$ cat config.mk
export PLATFORM = sky130hd
export DESIGN_NAME = fetch_stage_flat
export DESIGN_NICKNAME = d
export VERILOG_FILES = /design/src/rtl/fetch_stage_if.sv /design/src/rtl/fetch_stage.sv /design/src/flat_wrapper.sv
export SDC_FILE = /design/constraint.sdc
export NUM_CORES = 1
export LEC_CHECK = 0
export CAP_MARGIN = 20
export CORE_ASPECT_RATIO = 1.1
export CORE_MARGIN = 3
export CORE_UTILIZATION = 25
export CTS_CLUSTER_DIAMETER = 80
export CTS_CLUSTER_SIZE = 24
export DETAILED_ROUTE_END_ITERATION = 8
export PLACE_DENSITY_LB_ADDON = 0.15
export SYNTH_ARGS = -nofsm -noshare
export SYNTH_HDL_FRONTEND = slang
export SYNTH_SLANG_ARGS = --single-unit
$ cat constraint.sdc
create_clock -name clk -period 5.55 [get_ports clk]
set_input_delay 0.555 -clock clk [delete_from_list [all_inputs] [get_ports clk]]
set_output_delay 0.555 -clock clk [all_outputs]
set_load 0.005 [all_outputs]
$ cat src/rtl/fetch_stage_if.sv
// Bundle between the fetch stage, instruction memory and decode.
//  master : the fetch stage (drives the request and the decode-side head entry)
//  slave  : memory/decode side (drives ack/rdata and the decode stall)
interface fetch_stage_if;
    logic        imem_req;
    logic [31:0] imem_addr;
    logic        imem_ack;
    logic [31:0] imem_rdata;
    logic        stall;
    logic        inst_valid;
    logic [31:0] inst;
    logic [31:0] inst_pc;

    modport master (
        output imem_req, imem_addr, inst_valid, inst, inst_pc,
        input  imem_ack, imem_rdata, stall
    );

    modport slave (
        input  imem_req, imem_addr, inst_valid, inst, inst_pc,
        output imem_ack, imem_rdata, stall
    );
endinterface

$ cat src/rtl/fetch_stage.sv
// RV32I instruction fetch front end.
// Holds the PC, fetches words over a req/ack port, buffers {inst, pc} pairs
// in a small FIFO and presents the head entry to decode. pred_miss flushes
// the buffer and restarts fetch at the redirect PC; a request already on the
// bus when the flush arrives is completed and its data discarded (DROP).
// Optional macro FETCH_PERF_CNT_EN adds fetch/drop performance counters.
module fetch_stage #(
    parameter logic [31:0] RESET_PC   = 32'h0000_0000,
    parameter int          FIFO_DEPTH = 4
) (
    input  logic          clk,
    input  logic          rst,
    input  logic          i_pred_miss,
    input  logic [31:0]   i_redirect_pc,
    fetch_stage_if.master bus
`ifdef FETCH_PERF_CNT_EN
    ,
    output logic [31:0]   o_perf_fetch_cnt,
    output logic [31:0]   o_perf_drop_cnt
`endif
);
    localparam int PTR_W = $clog2(FIFO_DEPTH);
    localparam int CNT_W = PTR_W + 1;
    localparam logic [CNT_W-1:0] DEPTH_C = CNT_W'(FIFO_DEPTH);

    typedef enum logic [1:0] {
        ST_IDLE = 2'd0,
        ST_REQ  = 2'd1,
        ST_DROP = 2'd2
    } state_t;

    state_t           r_state;
    state_t           w_state_next;
    logic [31:0]      r_pc;
    logic [31:0]      w_pc_next;
    logic [31:0]      r_addr;
    logic [31:0]      w_addr_next;
    logic [CNT_W-1:0] r_count;
    logic [CNT_W-1:0] w_count_next;
    logic [CNT_W-1:0] w_cnt_after_pop;
    logic [PTR_W-1:0] r_wptr;
    logic [PTR_W-1:0] r_rptr;
    logic [31:0]      r_fifo_inst [FIFO_DEPTH];
    logic [31:0]      r_fifo_pc   [FIFO_DEPTH];
    logic             w_xfer;
    logic             w_push;
    logic             w_pop;

    // Handshake and FIFO occupancy bookkeeping; flush overrides push and pop.
    always_comb begin
        w_xfer          = (r_state != ST_IDLE) && bus.imem_ack;
        w_push          = (r_state == ST_REQ) && bus.imem_ack && !i_pred_miss;
        w_pop           = (r_count != {CNT_W{1'b0}}) && !bus.stall && !i_pred_miss;
        w_cnt_after_pop = r_count - CNT_W'(w_pop);
        if (i_pred_miss) begin
            w_count_next = {CNT_W{1'b0}};
        end else begin
            w_count_next = w_cnt_after_pop + CNT_W'(w_push);
        end
    end

    // Next fetch state, PC and presented address.
    always_comb begin
        w_state_next = r_state;
        w_pc_next    = r_pc;
        case (r_state)
            ST_IDLE: begin
                if (i_pred_miss || (w_cnt_after_pop < DEPTH_C)) begin
                    w_state_next = ST_REQ;
                end else begin
                    w_state_next = ST_IDLE;
                end
            end
            ST_REQ: begin
                if (bus.imem_ack) begin
                    if (i_pred_miss || (w_count_next < DEPTH_C)) begin
                        w_state_next = ST_REQ;
                    end else begin
                        w_state_next = ST_IDLE;
                    end
                end else if (i_pred_miss) begin
                    w_state_next = ST_DROP;
                end else begin
                    w_state_next = ST_REQ;
                end
            end
            ST_DROP: begin
                if (bus.imem_ack) begin
                    if (w_count_next < DEPTH_C) begin
                        w_state_next = ST_REQ;
                    end else begin
                        w_state_next = ST_IDLE;
                    end
                end else begin
                    w_state_next = ST_DROP;
                end
            end
            default: begin
                w_state_next = ST_IDLE;
            end
        endcase

        if (i_pred_miss) begin
            w_pc_next = {i_redirect_pc[31:2], 2'b00};
        end else if (w_push) begin
            w_pc_next = r_pc + 32'd4;
        end else begin
            w_pc_next = r_pc;
        end

        // An unacknowledged (dropped) request must keep its address stable.
        if (w_state_next == ST_DROP) begin
            w_addr_next = r_addr;
        end else begin
            w_addr_next = w_pc_next;
        end
    end

    // State, PC, address and FIFO pointer registers.
    always_ff @(posedge clk) begin
        if (rst) begin
            r_state <= ST_IDLE;
            r_pc    <= RESET_PC;
            r_addr  <= RESET_PC;
            r_count <= {CNT_W{1'b0}};
            r_wptr  <= {PTR_W{1'b0}};
            r_rptr  <= {PTR_W{1'b0}};
        end else begin
            r_state <= w_state_next;
            r_pc    <= w_pc_next;
            r_addr  <= w_addr_next;
            r_count <= w_count_next;
            if (i_pred_miss) begin
                r_wptr <= {PTR_W{1'b0}};
                r_rptr <= {PTR_W{1'b0}};
            end else begin
                r_wptr <= r_wptr + PTR_W'(w_push);
                r_rptr <= r_rptr + PTR_W'(w_pop);
            end
        end
    end

    // FIFO storage: write the acked word together with the address it came from.
    always_ff @(posedge clk) begin
        if (rst) begin
            for (int i = 0; i < FIFO_DEPTH; i++) begin
                r_fifo_inst[i] <= 32'h0000_0000;
                r_fifo_pc[i]   <= 32'h0000_0000;
            end
        end else if (w_push) begin
            r_fifo_inst[r_wptr] <= bus.imem_rdata;
            r_fifo_pc[r_wptr]   <= r_addr;
        end else begin
            r_fifo_inst[r_wptr] <= r_fifo_inst[r_wptr];
        end
    end

    assign bus.imem_req   = (r_state != ST_IDLE);
    assign bus.imem_addr  = r_addr;
    assign bus.inst_valid = (r_count != {CNT_W{1'b0}});
    assign bus.inst       = r_fifo_inst[r_rptr];
    assign bus.inst_pc    = r_fifo_pc[r_rptr];

`ifdef FETCH_PERF_CNT_EN
    logic        w_discard;
    logic [31:0] w_drop_inc;
    logic [31:0] r_perf_fetch_cnt;
    logic [31:0] r_perf_drop_cnt;

    // Words lost to a flush: buffered entries plus any acked word thrown away.
    always_comb begin
        w_discard  = w_xfer && ((r_state == ST_DROP) || i_pred_miss);
        w_drop_inc = (i_pred_miss ? 32'(r_count) : 32'd0) + (w_discard ? 32'd1 : 32'd0);
    end

    // Free-running wrap-around performance counters.
    always_ff @(posedge clk) begin
        if (rst) begin
            r_perf_fetch_cnt <= 32'd0;
            r_perf_drop_cnt  <= 32'd0;
        end else begin
            r_perf_fetch_cnt <= r_perf_fetch_cnt + (w_push ? 32'd1 : 32'd0);
            r_perf_drop_cnt  <= r_perf_drop_cnt + w_drop_inc;
        end
    end

    assign o_perf_fetch_cnt = r_perf_fetch_cnt;
    assign o_perf_drop_cnt  = r_perf_drop_cnt;
`endif
endmodule
$ cat src/flat_wrapper.sv
// flat-port wrapper written by rule: the top's interface ports become plain ports
module fetch_stage_flat 
#(
    parameter logic [31:0] RESET_PC   = 32'h0000_0000,
    parameter int          FIFO_DEPTH = 4
)
  (clk, rst, i_pred_miss, i_redirect_pc, bus_imem_req, bus_imem_addr, bus_inst_valid, bus_inst, bus_inst_pc, bus_imem_ack, bus_imem_rdata, bus_stall);
  fetch_stage_if bus_i ();
  input  logic clk;
  input  logic rst;
  input  logic i_pred_miss;
  input  logic [31:0] i_redirect_pc;
  output wire logic [$bits(bus_i.imem_req)-1:0] bus_imem_req;
  output wire logic [$bits(bus_i.imem_addr)-1:0] bus_imem_addr;
  output wire logic [$bits(bus_i.inst_valid)-1:0] bus_inst_valid;
  output wire logic [$bits(bus_i.inst)-1:0] bus_inst;
  output wire logic [$bits(bus_i.inst_pc)-1:0] bus_inst_pc;
  input wire logic [$bits(bus_i.imem_ack)-1:0] bus_imem_ack;
  input wire logic [$bits(bus_i.imem_rdata)-1:0] bus_imem_rdata;
  input wire logic [$bits(bus_i.stall)-1:0] bus_stall;
  assign bus_imem_req = bus_i.imem_req;
  assign bus_imem_addr = bus_i.imem_addr;
  assign bus_inst_valid = bus_i.inst_valid;
  assign bus_inst = bus_i.inst;
  assign bus_inst_pc = bus_i.inst_pc;
  assign bus_i.imem_ack = bus_imem_ack;
  assign bus_i.imem_rdata = bus_imem_rdata;
  assign bus_i.stall = bus_stall;
  fetch_stage #(.RESET_PC(RESET_PC), .FIFO_DEPTH(FIFO_DEPTH)) u_core (.clk(clk), .rst(rst), .i_pred_miss(i_pred_miss), .i_redirect_pc(i_redirect_pc), .bus(bus_i));
endmodule
==> impl_metrics.csv <==
group,metric,value,unit
synth,synth_nets,1117,
setup_path,worst_setup_path_start_kind,"register",
placement,place_inst,1903,
min_path,hp-class,"reg2reg",
global_routing,grt_pass1_wl,63500,um
cells_and_area,fin_nets,1251,
drt,vias,8934,
min_path,hold-path-endpoint,"u_core.r_pc[1]",
setup_path,r2r.worst_path.cells,7,
cells_and_area,diodes,0,
drt,ant_nets,0,
timing,setup_violations,0,
synth,syn-mean-instance-area,14.0,um^2
cells_and_area,syn_to_final_growth,22.9,%
die,num_io_pins,167,
synth,async_flop_share,0,%
setup_path,required,4.99,ns
global_routing,grt_max_degree,75,
power,comb_power_share,7.7,%
synth,synth_top_area_share,52.8,%
outcome,status,"complete, no violations",
power,power_switching,1.31,mW
synth,synth_most_common_cell,"edfxtp_1",
placement,hpwlAfterDp,25400,um
setup_path,end_kind,"output pin",
setup_path,startpoint,"u_core.r_rptr[0]",
global_routing,grt_pass1_vias,9540,
cells_and_area,final_util,31.1,%
drt,drc,0,
power,p_leak,6.44,nW
power,powerDensity,290,nW/um^2
timing,fin_crit,3.49,ns
die,die_h,259,um
setup_path,critPathKind,"reg2out",
synth,synth_top_area_cell,"edfxtp_1",
clocking,hold_buffers,0,
timing,relSlewSlack,31.1,%
global_routing,grt_usage,13.8,%
synth,synth_area_leaders,"edfxtp_1 53%, dfxtp_1 10%, mux4_2 9.9%, and2_1 8.6%, and3_1 3.1%",
drt,dr.pass1.iters,5,
power,swShare,25.2,%
setup_path,crit_arrival,2.94,ns
die,core_area,57400,um^2
timing,hold-worst-slack,0.469,ns
setup_path,r2r-start,"u_core.r_state[0]",
synth,synth_edf_count,256,
power,clkPwrFrac,37.7,%
power,p_seq_share,54.6,%
clocking,htreeDepth,1,
clocking,cts_setup_buffers,0,
clocking,clock-sinks,329,
clocking,cts_made_buffers,24,
placement,place.gp.congestion,0.727,
synth,ys_warn_count,0,
timing,max_freq,286,MHz
drt,routed_wl,42800,um
synth,yosysSeqAreaShare,62.9,%
synth,synth_ff_type,"edfxtp_1",
setup_path,ff2ff_setup_slack,2.49,ns
power,ir_drop,0.000222,V
timing,period_share,63.0,%
timing,slew_viol_final,0,
die,die_x,236,um
drt,vias_per_cell,4.59,
synth,synth_common_cells,"256 x edfxtp_1, 201 x and2_1, 73 x dfxtp_1",
synth,synth.distinct_cells,67,
timing,hold_viol,0,
min_path,whs_path_depth,1,
synth,syn_inst,1043,
clocking,clk_pin_slew,0.10,ns
timing,rsz0062_at_grt,"false",
die,die_area,61200,um^2
timing,finalSetupTns,0,ns
min_path,hp-start,"u_core.r_pc[1]",
setup_path,cp_max_fo,26,
drt,drt-initial-drc-count,514,
placement,portBuffers,164,
power,p_int,3.88,mW
timing,tightest_slew,1.03,ns
setup_path,r2r_end,"u_core.bus.imem_addr[19]",
clocking,cts_tree,"done",
die,rows,92,
cells_and_area,drive_gt1_share,13.2,%
global_routing,grt_overflow,0,
clocking,cts_root_buffer,"clkbuf_16",
drt,post_drt_wl_per_cell,22.0,um
global_routing,antenna_found_initial,1,
clocking,insertion_delay,0.55,ns
synth,netlist_area,14600,um^2
cells_and_area,stdcell_count,1947,
clocking,post_cts_resized,0,
clocking,clockBufferDepth,3,
synth,ys_seq_elements,329,
timing,skew,0.0225,ns
job,max-cap-violations,0,
power,p_total,5.19,mW
die,start_util,25.3,%
## worst max path at each step
stage | cells past startpoint | endpoint
2_1_floorplan | 3 | u_core.r_fifo_inst[3][0]
3_3_place_gp | 8 | u_core.bus.imem_addr[19]
3_5_place_dp | 8 | u_core.bus.imem_addr[19]
4_1_cts | 3 | bus_inst_pc[29]
5_1_grt | 3 | bus_inst_pc[29]
6_report | 3 | bus_inst_pc[2]
## worst max-delay path, stage by stage (launching register included)
cell	delay [ns]
dfxtp_4	0.70
buf_4	0.53
mux4_2	0.56
clkdlybuf4s50_1	0.56
## metal layers
metal / up-vias / global-route usage [%] / wire, um
li1: 4188 / - / -
met1: 4518 / 18.4 / 19400
met2: 203 / 24.2 / 21300
met3: 25 / 1.86 / 1830
met4: 0 / 2.20 / 402
met5: - / 0 / 0
## power by group through the flow
stage	sequential, mW	clock, mW	combinational [mW]
floorplan	2.86	0	0.178
global placement	2.89	0	0.413
detailed placement	2.90	0	0.414
CTS	2.84	2.03	0.415
global route	2.85	2.11	0.438
finish	2.83	1.96	0.402
## logic make-up after synthesis
logic type	count (synthesis)	synth area share, %
fa+ha+maj	5	0.430
compound gates	106	5.07
flops	329	62.9
buf+inv	87	2.40
xor+xnor	21	1.26
simple gates	426	17.7
mux	69	10.3
## flip-flops by register name (all words and copies together) (netlist names)
| signal | cells |
|---|---|
| u_core.r_state | 2 |
| u_core.r_rptr | 2 |
| u_core.bus.imem_addr | 32 |
| u_core.r_pc | 32 |
| u_core.r_wptr | 2 |
| u_core.r_count | 3 |
| u_core.r_fifo_inst | 128 |
| u_core.r_fifo_pc | 128 |
## stage by stage
stage / cell area [um^2] / worst slack, ns
after floorplan: 14600 / 1.25
after global placement: 17000 / 1.66
after detailed placement: 17000 / 1.62
after CTS: 17900 / 1.92
after global routing: 17900 / 1.86
final: 17900 / 2.06
## cell type report
cell class                      count  area, um^2
Timing Repair Buffer              186        1810
Clock inverter                     19         233
Tap cell                          752         941
Sequential cell                   329        9160
Multi-Input combinational cell    627        5100
Fill cell                        5719       39500
Clock buffer                       25         626
Inverter                            9        33.8
## cell usage in the layout, fill, tap and decap left out, types with 22 or more instances in the layout
cell type        count
edfxtp_1           256
and2_1             201
clkdlybuf4s50_1    164
and3_1              72
dfxtp_1             71
mux4_2              64
nor2_1              35
nand2_1             26
clkbuf_16           25
nand3_1             24
buf_4               22
Note: power is estimated with default switching activity, not from simulation.
==> RTL edit, RTL diff (same flow settings) <==
`FIFO_DEPTH` is set to 4 in 2 places; all go to 8.
--- a/src/rtl/fetch_stage.sv
+++ b/src/rtl/fetch_stage.sv
@@ -6,7 +6,7 @@
 // Optional macro FETCH_PERF_CNT_EN adds fetch/drop performance counters.
 module fetch_stage #(
     parameter logic [31:0] RESET_PC   = 32'h0000_0000,
-    parameter int          FIFO_DEPTH = 4
+    parameter int          FIFO_DEPTH = 8
 ) (
     input  logic          clk,
     input  logic          rst,
--- a/src/flat_wrapper.sv
+++ b/src/flat_wrapper.sv
@@ -2,7 +2,7 @@
 module fetch_stage_flat 
 #(
     parameter logic [31:0] RESET_PC   = 32'h0000_0000,
-    parameter int          FIFO_DEPTH = 4
+    parameter int          FIFO_DEPTH = 8
 )
   (clk, rst, i_pred_miss, i_redirect_pc, bus_imem_req, bus_imem_addr, bus_inst_valid, bus_inst, bus_inst_pc, bus_imem_ack, bus_imem_rdata, bus_stall);
   fetch_stage_if bus_i ();
Behaviour: no difference found for any inputs over 4 cycles, from zero or initial values and one cycle with rst high; that may be too few to reach the edited logic, so the function may still have changed.
==> RTL edit against the unedited design <==
Utilization fell by 1.3 points. Setup slack got worse by 0.43 ns. Wire length rose by 85%. Sequential cell count rose by 259. Power rose by 63%. Synthesized area rose by 80%. Fmax fell by 11%. Clock power rose by 47%. Sequential share of layout area rose by 3.7 points. Final area rose by 72%. Global-route usage rose by 0.72 points. Clock skew rose by 0.013 ns. Critical path type unchanged. Largest power group unchanged. Highest routed layer is now met5.
==> RTL edit: results (changes against the unedited design) <==
global_routing:
  antenna_found_initial: 3  # was 1
  grt_pass1_wl_um: 115000  # was 63500 µm
  first_global_vias: 16039  # was 9540
  track_usage_pct: 14.5  # was 13.8%
  grt_max_degree: 65  # was 75
clock_tree:
  cts_buffers: 35  # was 24
  clk_latency_ns: 0.60  # was 0.55 ns
  h-tree-depth: 2  # was 1
power_and_ir_drop:
  power.leakage_nw: 10.5  # was 6.44 nW
  peakVddDrop_mv: 0.189  # was 0.222 mV
cells_and_area:
  num-nets-final: 1955  # was 1251
  drive_gt1_share_pct: 16.4  # was 13.2%
  fill_cells: 10371  # was 5719
  reg_top3: "u_core.r_fifo_inst x256, u_core.r_fifo_pc x256"  # was u_core.r_fifo_inst x128, u_core.r_fifo_pc x128
detailed_routing:
  wl_met2_um: 40400  # was 21300 µm
  drt_first_pass_iters: 5  # unchanged
  wl_met1_um: 35000  # was 19400 µm
  drt_iter0_drc: 1151  # was 514
  highest_layer: "met5"  # was met4
  dr_wl_met3_um: 2840  # was 1830 µm
  routedWlPerCell_um: 24.3  # was 22.0 µm
  viasPerCell: 4.56  # was 4.59
min_path:
  hold_path_end: "u_core.r_pc[23]$_SDFF_PP0_"  # was u_core.r_pc[1]$_SDFF_PP0_
  min_from: "rst"  # was u_core.r_pc[1]$_SDFF_PP0_
  hp-class: "in2reg"  # was reg2reg
  hold_depth: 2  # was 1
sta:
  fin_worst_skew_ns: 0.0360  # was 0.0225 ns
  fin_hold_ws_ns: 0.318  # was 0.469 ns
  relSlewSlack_pct: 25.7  # was 31.1%
  worst_slack_ns: 1.63  # was 2.06 ns
setup_path:
  critPathArrivalTime_ns: 3.37  # was 2.94 ns
  r2r_slack_ns: 2.38  # was 2.49 ns
  rr_startpoint: "u_core.r_state[1]$_SDFF_PP0_"  # was u_core.r_state[0]$_SDFF_PP0_
  worstPathMaxFanout: 26  # unchanged
  r2r_cells: 6  # was 7
  reg2reg_to: "u_core.r_fifo_inst[1][5]$_SDFFCE_PN0P_"  # was u_core.bus.imem_addr[19]$_SDFFE_PP0P_
place:
  place_hpwl_um: 45100  # was 25400 µm
  gp_congestion: 0.762  # was 0.727
  preCtsSetupSlack_ns: 1.54  # was 1.62 ns
  dpl-instance-area_um2: 29700  # was 17000 µm²
logic_synthesis:
  ys_seq_area_share_pct: 64.4  # was 62.9%
  synth_most_common_cell: "and2_1"  # was edfxtp_1
  synth_edf_count: 512  # was 256
  syn-num-nets: 1829  # was 1117
  synth_common_cells: "and2_1, edfxtp_1, mux4_2"  # was edfxtp_1, and2_1, dfxtp_1
  synth.distinct_cells: 54  # was 67
  synthTopCellsByArea: "edfxtp_1, and2_1, mux4_2, dfxtp_1, mux2_2"  # was edfxtp_1, dfxtp_1, mux4_2, and2_1, and3_1
status:
  outcome: "complete, no violations"  # unchanged
[RTL edit: changes by cell type after synthesis, sizes merged, moves of 5 or more]
cell	unedited run	this run
mux4	64	128
o22a	9	2
and3	73	2
a22o	0	6
xor2	10	5
a31oi	5	10
clkbuf	59	94
o21ai	19	35
mux2	1	64
and2	201	530
edfxtp	256	512
nand2	26	41
[RTL edit: stage by stage]
stage | cells | power (W)
floorplan | 1751 | 0.00536
detailed placement | 3215 | 0.00571
global placement | 3215 | 0.00570
finish | 3274 | 0.00848
CTS | 3271 | 0.00863
global route | 3272 | 0.00882
[RTL edit: kinds of logic (layout without fill, tap and decap cells)]
kind of cell             count (synthesis)  in the layout  share of synthesized area [%]
AO/OA/AOI/OAI                          118            118                           2.92
XOR/XNOR                                12             12                          0.401
adder cells (fa/ha/maj)                  9              9                          0.429
buffers and inverters                  123            268                           1.77
flip-flops                             588            588                           64.4
multiplexers                           197            197                           13.9
other                                    0              3                              0
AND/OR/NAND/NOR                        704            704                           16.1
[RTL edit: final cells by class]
cell class | instances | area [µm²] | area share, %
timing repair buffer | 201 | 2040 | 6.62
clock buffer | 38 | 888 | 2.88
clock inverter | 18 | 208 | 0.674
sequential | 588 | 16900 | 54.9
inverter | 11 | 41.3 | 0.134
tap | 1375 | 1720 | 5.58
antenna | 3 | 7.51 | 0.0244
multi-input combinational | 1040 | 9000 | 29.2
[RTL edit: worst max-delay path: stages (launching register included)]
cell,delay [ns]
dfxtp_4,0.73
buf_4,0.60
mux4_2,0.59
mux2_2,0.28
clkdlybuf4s50_1,0.55
[RTL edit: per-layer routing]
layer | up-vias | global-route usage, %
li1 | 6741 | -
met1 | 7857 | 18.9
met2 | 263 | 25.6
met3 | 54 | 2.21
met4 | 2 | 2.62
met5 | - | 0
[RTL edit: worst max-delay path by stage]
stage                     cells after the start                                 endpoint                         from
final                                         4                             bus_inst[12]  u_core.r_rptr[0]$_SDFF_PP0_
after global routing                          4                             bus_inst[12]  u_core.r_rptr[0]$_SDFF_PP0_
after CTS                                     4                             bus_inst[11]  u_core.r_rptr[0]$_SDFF_PP0_
after detailed placement                      7  u_core.r_fifo_inst[1][23]$_SDFFCE_PN0P_                 bus_imem_ack
after global placement                        7  u_core.r_fifo_inst[1][23]$_SDFFCE_PN0P_                 bus_imem_ack
after floorplan                               4   u_core.r_fifo_inst[2][0]$_SDFFCE_PN0P_                  i_pred_miss
[RTL edit: report_power, final]
group / switching, W / internal (W)
clock network: 0.00162 / 0.00127
registers: 0.000109 / 0.00495
logic: 0.000289 / 0.000238
